$ cat src/rtl/aurora_ctrl_pkg.sv
// aurora_ctrl_pkg: shared state encoding and default timing for the Aurora link supervisor.
package aurora_ctrl_pkg;
    typedef enum logic [2:0] {S_RESET, S_WAIT_DONE, S_WAIT_UP, S_UP, S_FAIL} state_t;
    localparam int RESET_PULSE_CYCLE_DEF   = 16;
    localparam int UP_TIMEOUT_CYCLE_DEF    = 200000000;
    localparam int DROP_DEBOUNCE_CYCLE_DEF = 1000;
    localparam int MAX_RETRY_DEF           = 8;
endpackage

$ cat src/rtl/aurora_link_supervisor_if.sv
// aurora_link_supervisor_if: sequencer/channel status and supervisor outputs.
interface aurora_link_supervisor_if;
    logic        seq_done;
    logic        channel_up;
    logic        soft_reinit;
    logic        seq_reset_out;
    logic        link_ok;
    logic        link_failed;
    logic [7:0]  retry_count;
    logic [15:0] drop_count;
    modport master (
        input  seq_done, channel_up, soft_reinit,
        output seq_reset_out, link_ok, link_failed, retry_count, drop_count
    );
    modport slave (
        output seq_done, channel_up, soft_reinit,
        input  seq_reset_out, link_ok, link_failed, retry_count, drop_count
    );
endinterface

$ cat src/rtl/aurora_sat_counter.sv
// aurora_sat_counter: W-bit up counter with clear that sticks at all-ones.
module aurora_sat_counter #(
    parameter int W = 16
) (
    input  logic         clk,
    input  logic         rst,
    input  logic         clr_i,
    input  logic         inc_i,
    output logic [W-1:0] cnt_o
);
    logic [W-1:0] cnt_q;
    always_ff @(posedge clk) begin
        if (rst || clr_i) cnt_q <= '0;
        else if (inc_i && !(&cnt_q)) cnt_q <= cnt_q + W'(1);
    end
    assign cnt_o = cnt_q;
endmodule

$ cat src/rtl/aurora_link_supervisor.sv
// aurora_link_supervisor: drives the reset sequencer, retries bring-up on timeout,
// and debounces channel drops.
module aurora_link_supervisor
    import aurora_ctrl_pkg::*;
#(
    parameter int RESET_PULSE_CYCLE   = RESET_PULSE_CYCLE_DEF,
    parameter int UP_TIMEOUT_CYCLE    = UP_TIMEOUT_CYCLE_DEF,
    parameter int DROP_DEBOUNCE_CYCLE = DROP_DEBOUNCE_CYCLE_DEF,
    parameter int MAX_RETRY           = MAX_RETRY_DEF
) (
    input  logic init_clk,
    input  logic ext_reset_in,
    aurora_link_supervisor_if.master bus
);
    state_t      state_q, state_d;
    logic [31:0] timer_q, timer_d;
    logic [7:0]  retry_q, retry_d;
    logic        drop_inc;
    logic        timeout;
    logic        sro_d, ok_d, fail_d;
    logic        sro_q, ok_q, fail_q;

    assign timeout = timer_q == 32'(UP_TIMEOUT_CYCLE - 1);

    always_ff @(posedge init_clk) begin
        if (ext_reset_in) begin
            state_q <= S_RESET;
            timer_q <= '0;
            retry_q <= '0;
        end else begin
            state_q <= state_d;
            timer_q <= timer_d;
            retry_q <= retry_d;
        end
    end

    // Exits are tested before the timeout so a late seq_done/channel_up still wins.
    always_comb begin
        state_d  = state_q;
        timer_d  = timer_q + 32'd1;
        retry_d  = retry_q;
        drop_inc = 1'b0;
        if (bus.soft_reinit && state_q != S_RESET) begin
            state_d = S_RESET;
            timer_d = '0;
            retry_d = '0;
        end else begin
            case (state_q)
                S_RESET: begin
                    if (timer_q == 32'(RESET_PULSE_CYCLE - 1)) begin
                        state_d = S_WAIT_DONE;
                        timer_d = '0;
                    end
                end
                S_WAIT_DONE, S_WAIT_UP: begin
                    if (state_q == S_WAIT_DONE && bus.seq_done) begin
                        state_d = S_WAIT_UP;
                    end else if (state_q == S_WAIT_UP && bus.channel_up) begin
                        state_d = S_UP;
                        timer_d = '0;
                        retry_d = '0;
                    end else if (timeout) begin
                        state_d = retry_q == 8'(MAX_RETRY) ? S_FAIL : S_RESET;
                        retry_d = retry_q == 8'(MAX_RETRY) ? retry_q : retry_q + 8'd1;
                        timer_d = '0;
                    end
                end
                S_UP: begin
                    if (bus.channel_up) begin
                        timer_d = '0;
                    end else if (timer_q == 32'(DROP_DEBOUNCE_CYCLE - 1)) begin
                        state_d  = S_RESET;
                        timer_d  = '0;
                        drop_inc = 1'b1;
                    end
                end
                S_FAIL:  timer_d = '0;
                default: begin
                    state_d = S_RESET;
                    timer_d = '0;
                end
            endcase
        end
    end

    always_comb begin
        sro_d  = state_q == S_RESET;
        ok_d   = state_q == S_UP;
        fail_d = state_q == S_FAIL;
    end

    always_ff @(posedge init_clk) begin
        if (ext_reset_in) begin
            sro_q  <= 1'b1;
            ok_q   <= 1'b0;
            fail_q <= 1'b0;
        end else begin
            sro_q  <= sro_d;
            ok_q   <= ok_d;
            fail_q <= fail_d;
        end
    end

    aurora_sat_counter #(.W(16)) u_drop_cnt (
        .clk   (init_clk),
        .rst   (ext_reset_in),
        .clr_i (1'b0),
        .inc_i (drop_inc),
        .cnt_o (bus.drop_count)
    );

    assign bus.seq_reset_out = sro_q;
    assign bus.link_ok       = ok_q;
    assign bus.link_failed   = fail_q;
    assign bus.retry_count   = retry_q;
endmodule

$ cat src/flat_wrapper.sv
// flat-port wrapper written by rule: the top's interface ports become plain ports
module aurora_link_supervisor_flat import aurora_ctrl_pkg::*;
#(
    parameter int RESET_PULSE_CYCLE   = RESET_PULSE_CYCLE_DEF,
    parameter int UP_TIMEOUT_CYCLE    = UP_TIMEOUT_CYCLE_DEF,
    parameter int DROP_DEBOUNCE_CYCLE = DROP_DEBOUNCE_CYCLE_DEF,
    parameter int MAX_RETRY           = MAX_RETRY_DEF
)
  (init_clk, ext_reset_in, bus_seq_done, bus_channel_up, bus_soft_reinit, bus_seq_reset_out, bus_link_ok, bus_link_failed, bus_retry_count, bus_drop_count);
  aurora_link_supervisor_if bus_i ();
  input  logic init_clk;
  input  logic ext_reset_in;
  input wire logic [$bits(bus_i.seq_done)-1:0] bus_seq_done;
  input wire logic [$bits(bus_i.channel_up)-1:0] bus_channel_up;
  input wire logic [$bits(bus_i.soft_reinit)-1:0] bus_soft_reinit;
  output wire logic [$bits(bus_i.seq_reset_out)-1:0] bus_seq_reset_out;
  output wire logic [$bits(bus_i.link_ok)-1:0] bus_link_ok;
  output wire logic [$bits(bus_i.link_failed)-1:0] bus_link_failed;
  output wire logic [$bits(bus_i.retry_count)-1:0] bus_retry_count;
  output wire logic [$bits(bus_i.drop_count)-1:0] bus_drop_count;
  assign bus_i.seq_done = bus_seq_done;
  assign bus_i.channel_up = bus_channel_up;
  assign bus_i.soft_reinit = bus_soft_reinit;
  assign bus_seq_reset_out = bus_i.seq_reset_out;
  assign bus_link_ok = bus_i.link_ok;
  assign bus_link_failed = bus_i.link_failed;
  assign bus_retry_count = bus_i.retry_count;
  assign bus_drop_count = bus_i.drop_count;
  aurora_link_supervisor #(.RESET_PULSE_CYCLE(RESET_PULSE_CYCLE), .UP_TIMEOUT_CYCLE(UP_TIMEOUT_CYCLE), .DROP_DEBOUNCE_CYCLE(DROP_DEBOUNCE_CYCLE), .MAX_RETRY(MAX_RETRY)) u_core (.init_clk(init_clk), .ext_reset_in(ext_reset_in), .bus(bus_i));
endmodule
$ cat config.mk
export PLATFORM = sky130hd
export DESIGN_NAME = aurora_link_supervisor_flat
export DESIGN_NICKNAME = d
export VERILOG_FILES = /design/src/rtl/aurora_ctrl_pkg.sv /design/src/rtl/aurora_link_supervisor_if.sv /design/src/rtl/aurora_sat_counter.sv /design/src/rtl/aurora_link_supervisor.sv /design/src/flat_wrapper.sv
export SDC_FILE = /design/constraint.sdc
export NUM_CORES = 1
export LEC_CHECK = 0
export CAP_MARGIN = 10
export CORE_MARGIN = 3
export CORE_UTILIZATION = 50
export CTS_CLUSTER_SIZE = 12
export DETAILED_ROUTE_END_ITERATION = 16
export DONT_BUFFER_PORTS = 1
export GPL_TIMING_DRIVEN = 0
export PLACE_DENSITY = 0.76
export SETUP_SLACK_MARGIN = 0.2
export SYNTH_ARGS = -nofsm -noshare
export SYNTH_HDL_FRONTEND = slang
export SYNTH_HIERARCHICAL = 1
export SYNTH_SLANG_ARGS = --single-unit
$ cat constraint.sdc
create_clock -name init_clk -period 3.4 [get_ports init_clk]
set_clock_uncertainty 0.15 [all_clocks]
set_input_delay 0.17 -clock init_clk [delete_from_list [all_inputs] [get_ports init_clk]]
set_output_delay 0.17 -clock init_clk [all_outputs]
set_load 0.05 [all_outputs]
==> results_dict.tcl <==
set metrics [dict create \
    worst_ep_arrival_time_ns 3.24 \
    worstReg2RegStart "u_core/timer_q[10]$_SDFF_PP0_" \
    hold_start "ext_reset_in" \
    yosys-top-cells-area "sky130_fd_sc_hd__dfxtp_1 37%, sky130_fd_sc_hd__a21oi_1 6.5%, sky130_fd_sc_hd__xor2_1 3.9%" \
    setup_viol 0 \
    antenna_violations_before_repair 0 \
    routedWlPerCell_um 15.8 \
    remaining_drc_errors 0 \
    timing.critical_path.cells "or4_4, or4_4, and4bb_2, and3_4, nand3_1, or4_1, a21oi_1" \
    synth_top_family_by_area "simple AND/OR/NAND/NOR gates" \
    setup_total_negative_slack_ns 0 \
    grt_usage 0.207 \
    status "completed" \
    inserted_clock_buffers 9 \
    post-route-min-period_ns 3.12 \
    grt_pass1_vias 2872 \
    initial_core_utilization 0.522 \
    post_drt_via_cell_ratio 6.30 \
    worst_ep_required_time_ns 3.53 \
    dp_hpwl_um 5260 \
    gp_routability_congestion 0.841 \
    path_delay_family "simple AND/OR/NAND/NOR gates" \
    clockRootBuffer "sky130_fd_sc_hd__clkbuf_8" \
    finalWirelength_um 7660 \
    syn_avg_cell_area_sq_um 8.65 \
    critPathMaxStageDelay_ns 0.59 \
    min_period_over_period 0.917 \
    core_area_sq_um 6390 \
    synth-xor-area-share 0.0762 \
    clock_insertion_delay_worst_skew_ns 0.34 \
    maxSlewViolCount 0 \
    path_max_fanout 6 \
    rows 29 \
    critical_path.n_buffers_inverters 0 \
    synth_enable_flop_cells 0 \
    die-area_sq_um 7680 \
    synth_fa_ha_area_frac 0.0150 \
    antenna_violating_nets_post_route 0 \
    slew-limit-headroom 0.504 \
    yosys.area.top_type_share 0.373 \
    horizontal_die_dimension_um 87.6 \
    chipHeight_um 87.6 \
    antenna_cells 0 \
    worst_setup_path_start_kind "flip-flop" \
    clkSinkCount 62 \
    crit_slowest_cell "sky130_fd_sc_hd__or4_4" \
    grt.overflow.total 0 \
    seq_area_frac_synth 0.373 \
    powerDensity_nw_per_um2 374 \
    postSynthRegisterBits 62 \
    yosysWarnings 6 \
    timing_startpoint_of_the_critical_path "u_core/timer_q[10]$_SDFF_PP0_" \
    yosys.area.top_type "sky130_fd_sc_hd__dfxtp_1" \
    layout_commonest_cell "sky130_fd_sc_hd__dfxtp_1" \
    most_frequent_cp_cell "sky130_fd_sc_hd__or4_4" \
    grt_max_degree 11 \
    final_cell_mix "61 x sky130_fd_sc_hd__dfxtp_1, 43 x sky130_fd_sc_hd__a21oi_1, 25 x sky130_fd_sc_hd__nand2_1, 24 x sky130_fd_sc_hd__nand3_1, 19 x sky130_fd_sc_hd__nand4_1" \
    layout.nets 412 \
    syn-cell-area_sq_um 3330 \
    drt-pass1-iter-count 4 \
    top_level_ports 32 \
    cts_max_path_buffers 2 \
    worst_setup_hold_path_clk_slew_ns 0.08 \
    tightestPinTransition_ns 0.743 \
    htree_num_levels 3 \
    grt_first_pass_wirelength_um 12800 \
    holdCritPathClass "in -> reg" \
    irDropWorstVdd_mv 0.210 \
    placed_cells 464 \
    synth.distinct_cells 58 \
    leakagePower_nw 1.13 \
    report.final.hold_viol_count 0 \
    worstSetupPathType "reg -> reg" \
    timing.critical_path.to_type "flip-flop" \
    synth_compound_gate_area_share 0.173 \
    cap_violations 0 \
    post_route_cells_drive_above_1_share 0.115 \
    drt_iter0_drc 199 \
    num_vias 3054 \
    fraction_of_synthesis_flops_using_an_asynchronous_set_or_reset_pin 0 \
    synthesized_netlist_cell_count 385 \
    tritoncts_clock_tree "built" \
    area_delta_synth_final_pct 10.6 \
    ys_dominant_reg_cell "sky130_fd_sc_hd__dfxtp_1" \
    synth_simple_gate_area_share 0.310 \
    muxShareOfSynthArea 0.0120 \
    final-instance-count-excl-fill 485 \
    finalPower_w 0.00138 \
    portBuffers 0 \
    fmaxAchievable_mhz 321 \
    rsz0062_at_grt "false" \
]
==> worst paths after layout <==
path	end	depth (start not counted)	slack [ns]
max	u_core/u_drop_cnt/cnt_o[7]$_SDFFE_PP0P_	7	0.28
min	u_core/timer_q[24]$_SDFF_PP0_	3	0.02
max reg2reg	u_core/u_drop_cnt/cnt_o[7]$_SDFFE_PP0P_	7	0.28
min reg2reg	u_core/timer_q[0]$_SDFF_PP0_	1	0.33
==> per-stage QoR <==
| step | util | hold WS (ns) | instance area (sq um) | worst slack (ns) |
|---|---|---|---|---|
| floorplan | - | 0.0924 | 3340 | 0.356 |
| global placement | 0.538 | 0.0954 | 3440 | 0.182 |
| detailed placement | 0.538 | 0.0986 | 3440 | 0.130 |
| CTS | 0.576 | 0.0127 | 3680 | 0.211 |
| global route | 0.577 | 0.0300 | 3680 | 0.222 |
| finish | 0.577 | 0.0185 | 3680 | 0.282 |
==> layout make-up <==
type,instances,area (sq um)
Buffer,14,83.8
Clock buffer,13,169
Clock inverter,3,17.5
Fill cell,566,2700
Inverter,13,48.8
Multi-Input combinational cell,298,1980
Sequential cell,62,1240
Tap cell,77,96.3
Timing Repair Buffer,5,45.0
==> worst register-to-register path: cells and delay by family, from the launching register on <==
kind	cells	cell delay, ns
and+or+nand+nor	6	2.39
DFF	1	0.36
AOI/OAI and AO/OA	1	0.15
==> cell usage after synthesis, drive strengths merged, types with 7 or more instances <==
| master | instances |
|---|---|
| dfxtp | 62 |
| a21oi | 43 |
| nand3 | 26 |
| nand2 | 25 |
| nand4 | 20 |
| nor2 | 16 |
| xor2 | 15 |
| xnor2 | 14 |
| inv | 13 |
| nor3 | 11 |
| or4 | 10 |
| clkbuf | 9 |
| and4 | 8 |
| nor4 | 8 |
| o21ai | 8 |
| o31ai | 7 |
==> logic make-up after synthesis <==
logic type                 after synthesis
and+or+nand+nor                        170
AOI/OAI and AO/OA                       88
DFF                                     62
xor gates and xnor gates                29
buffers and inverters                   27
adders and majority gates                4
muxes                                    4
other                                    1
==> flip-flops by register name, summed over array words and instances, names as in the netlist <==
signal                    count
u_core/timer_q               32
u_core/bus.retry_count        8
u_core/bus.seq_reset_out      1
u_core/state_q                3
u_core/u_drop_cnt/cnt_o      16
u_core/bus.link_ok            1
u_core/bus.link_failed        1
==> per-layer routing <==
| layer | up-vias | track usage | share of wire | wire, um |
|---|---|---|---|---|
| met4 | 0 | 0.0809 | 0.013 | 102 |
| met5 | - | 0 | 0 | 0 |
| met1 | 1463 | 0.272 | 0.46 | 3510 |
| li1 | 1483 | - | - | - |
| met2 | 97 | 0.321 | 0.47 | 3570 |
| met3 | 11 | 0.0602 | 0.061 | 470 |
==> power by group <==
part           internal, W  switching [W]   total, W
Clock             0.000322       0.000286   0.000609
Sequential        0.000729     0.00000220   0.000731
Combinational    0.0000145      0.0000234  0.0000379
==> what timing repair did <==
action                                  CTS  global route
pin swaps                                 2             2
endpoints found under the hold margin    14             0
setup buffers                             2             0
hold buffers                              3             0
endpoints found under the setup margin    7             9
gates resized for setup                   3             4
Power figures use the tool's default switching activity.
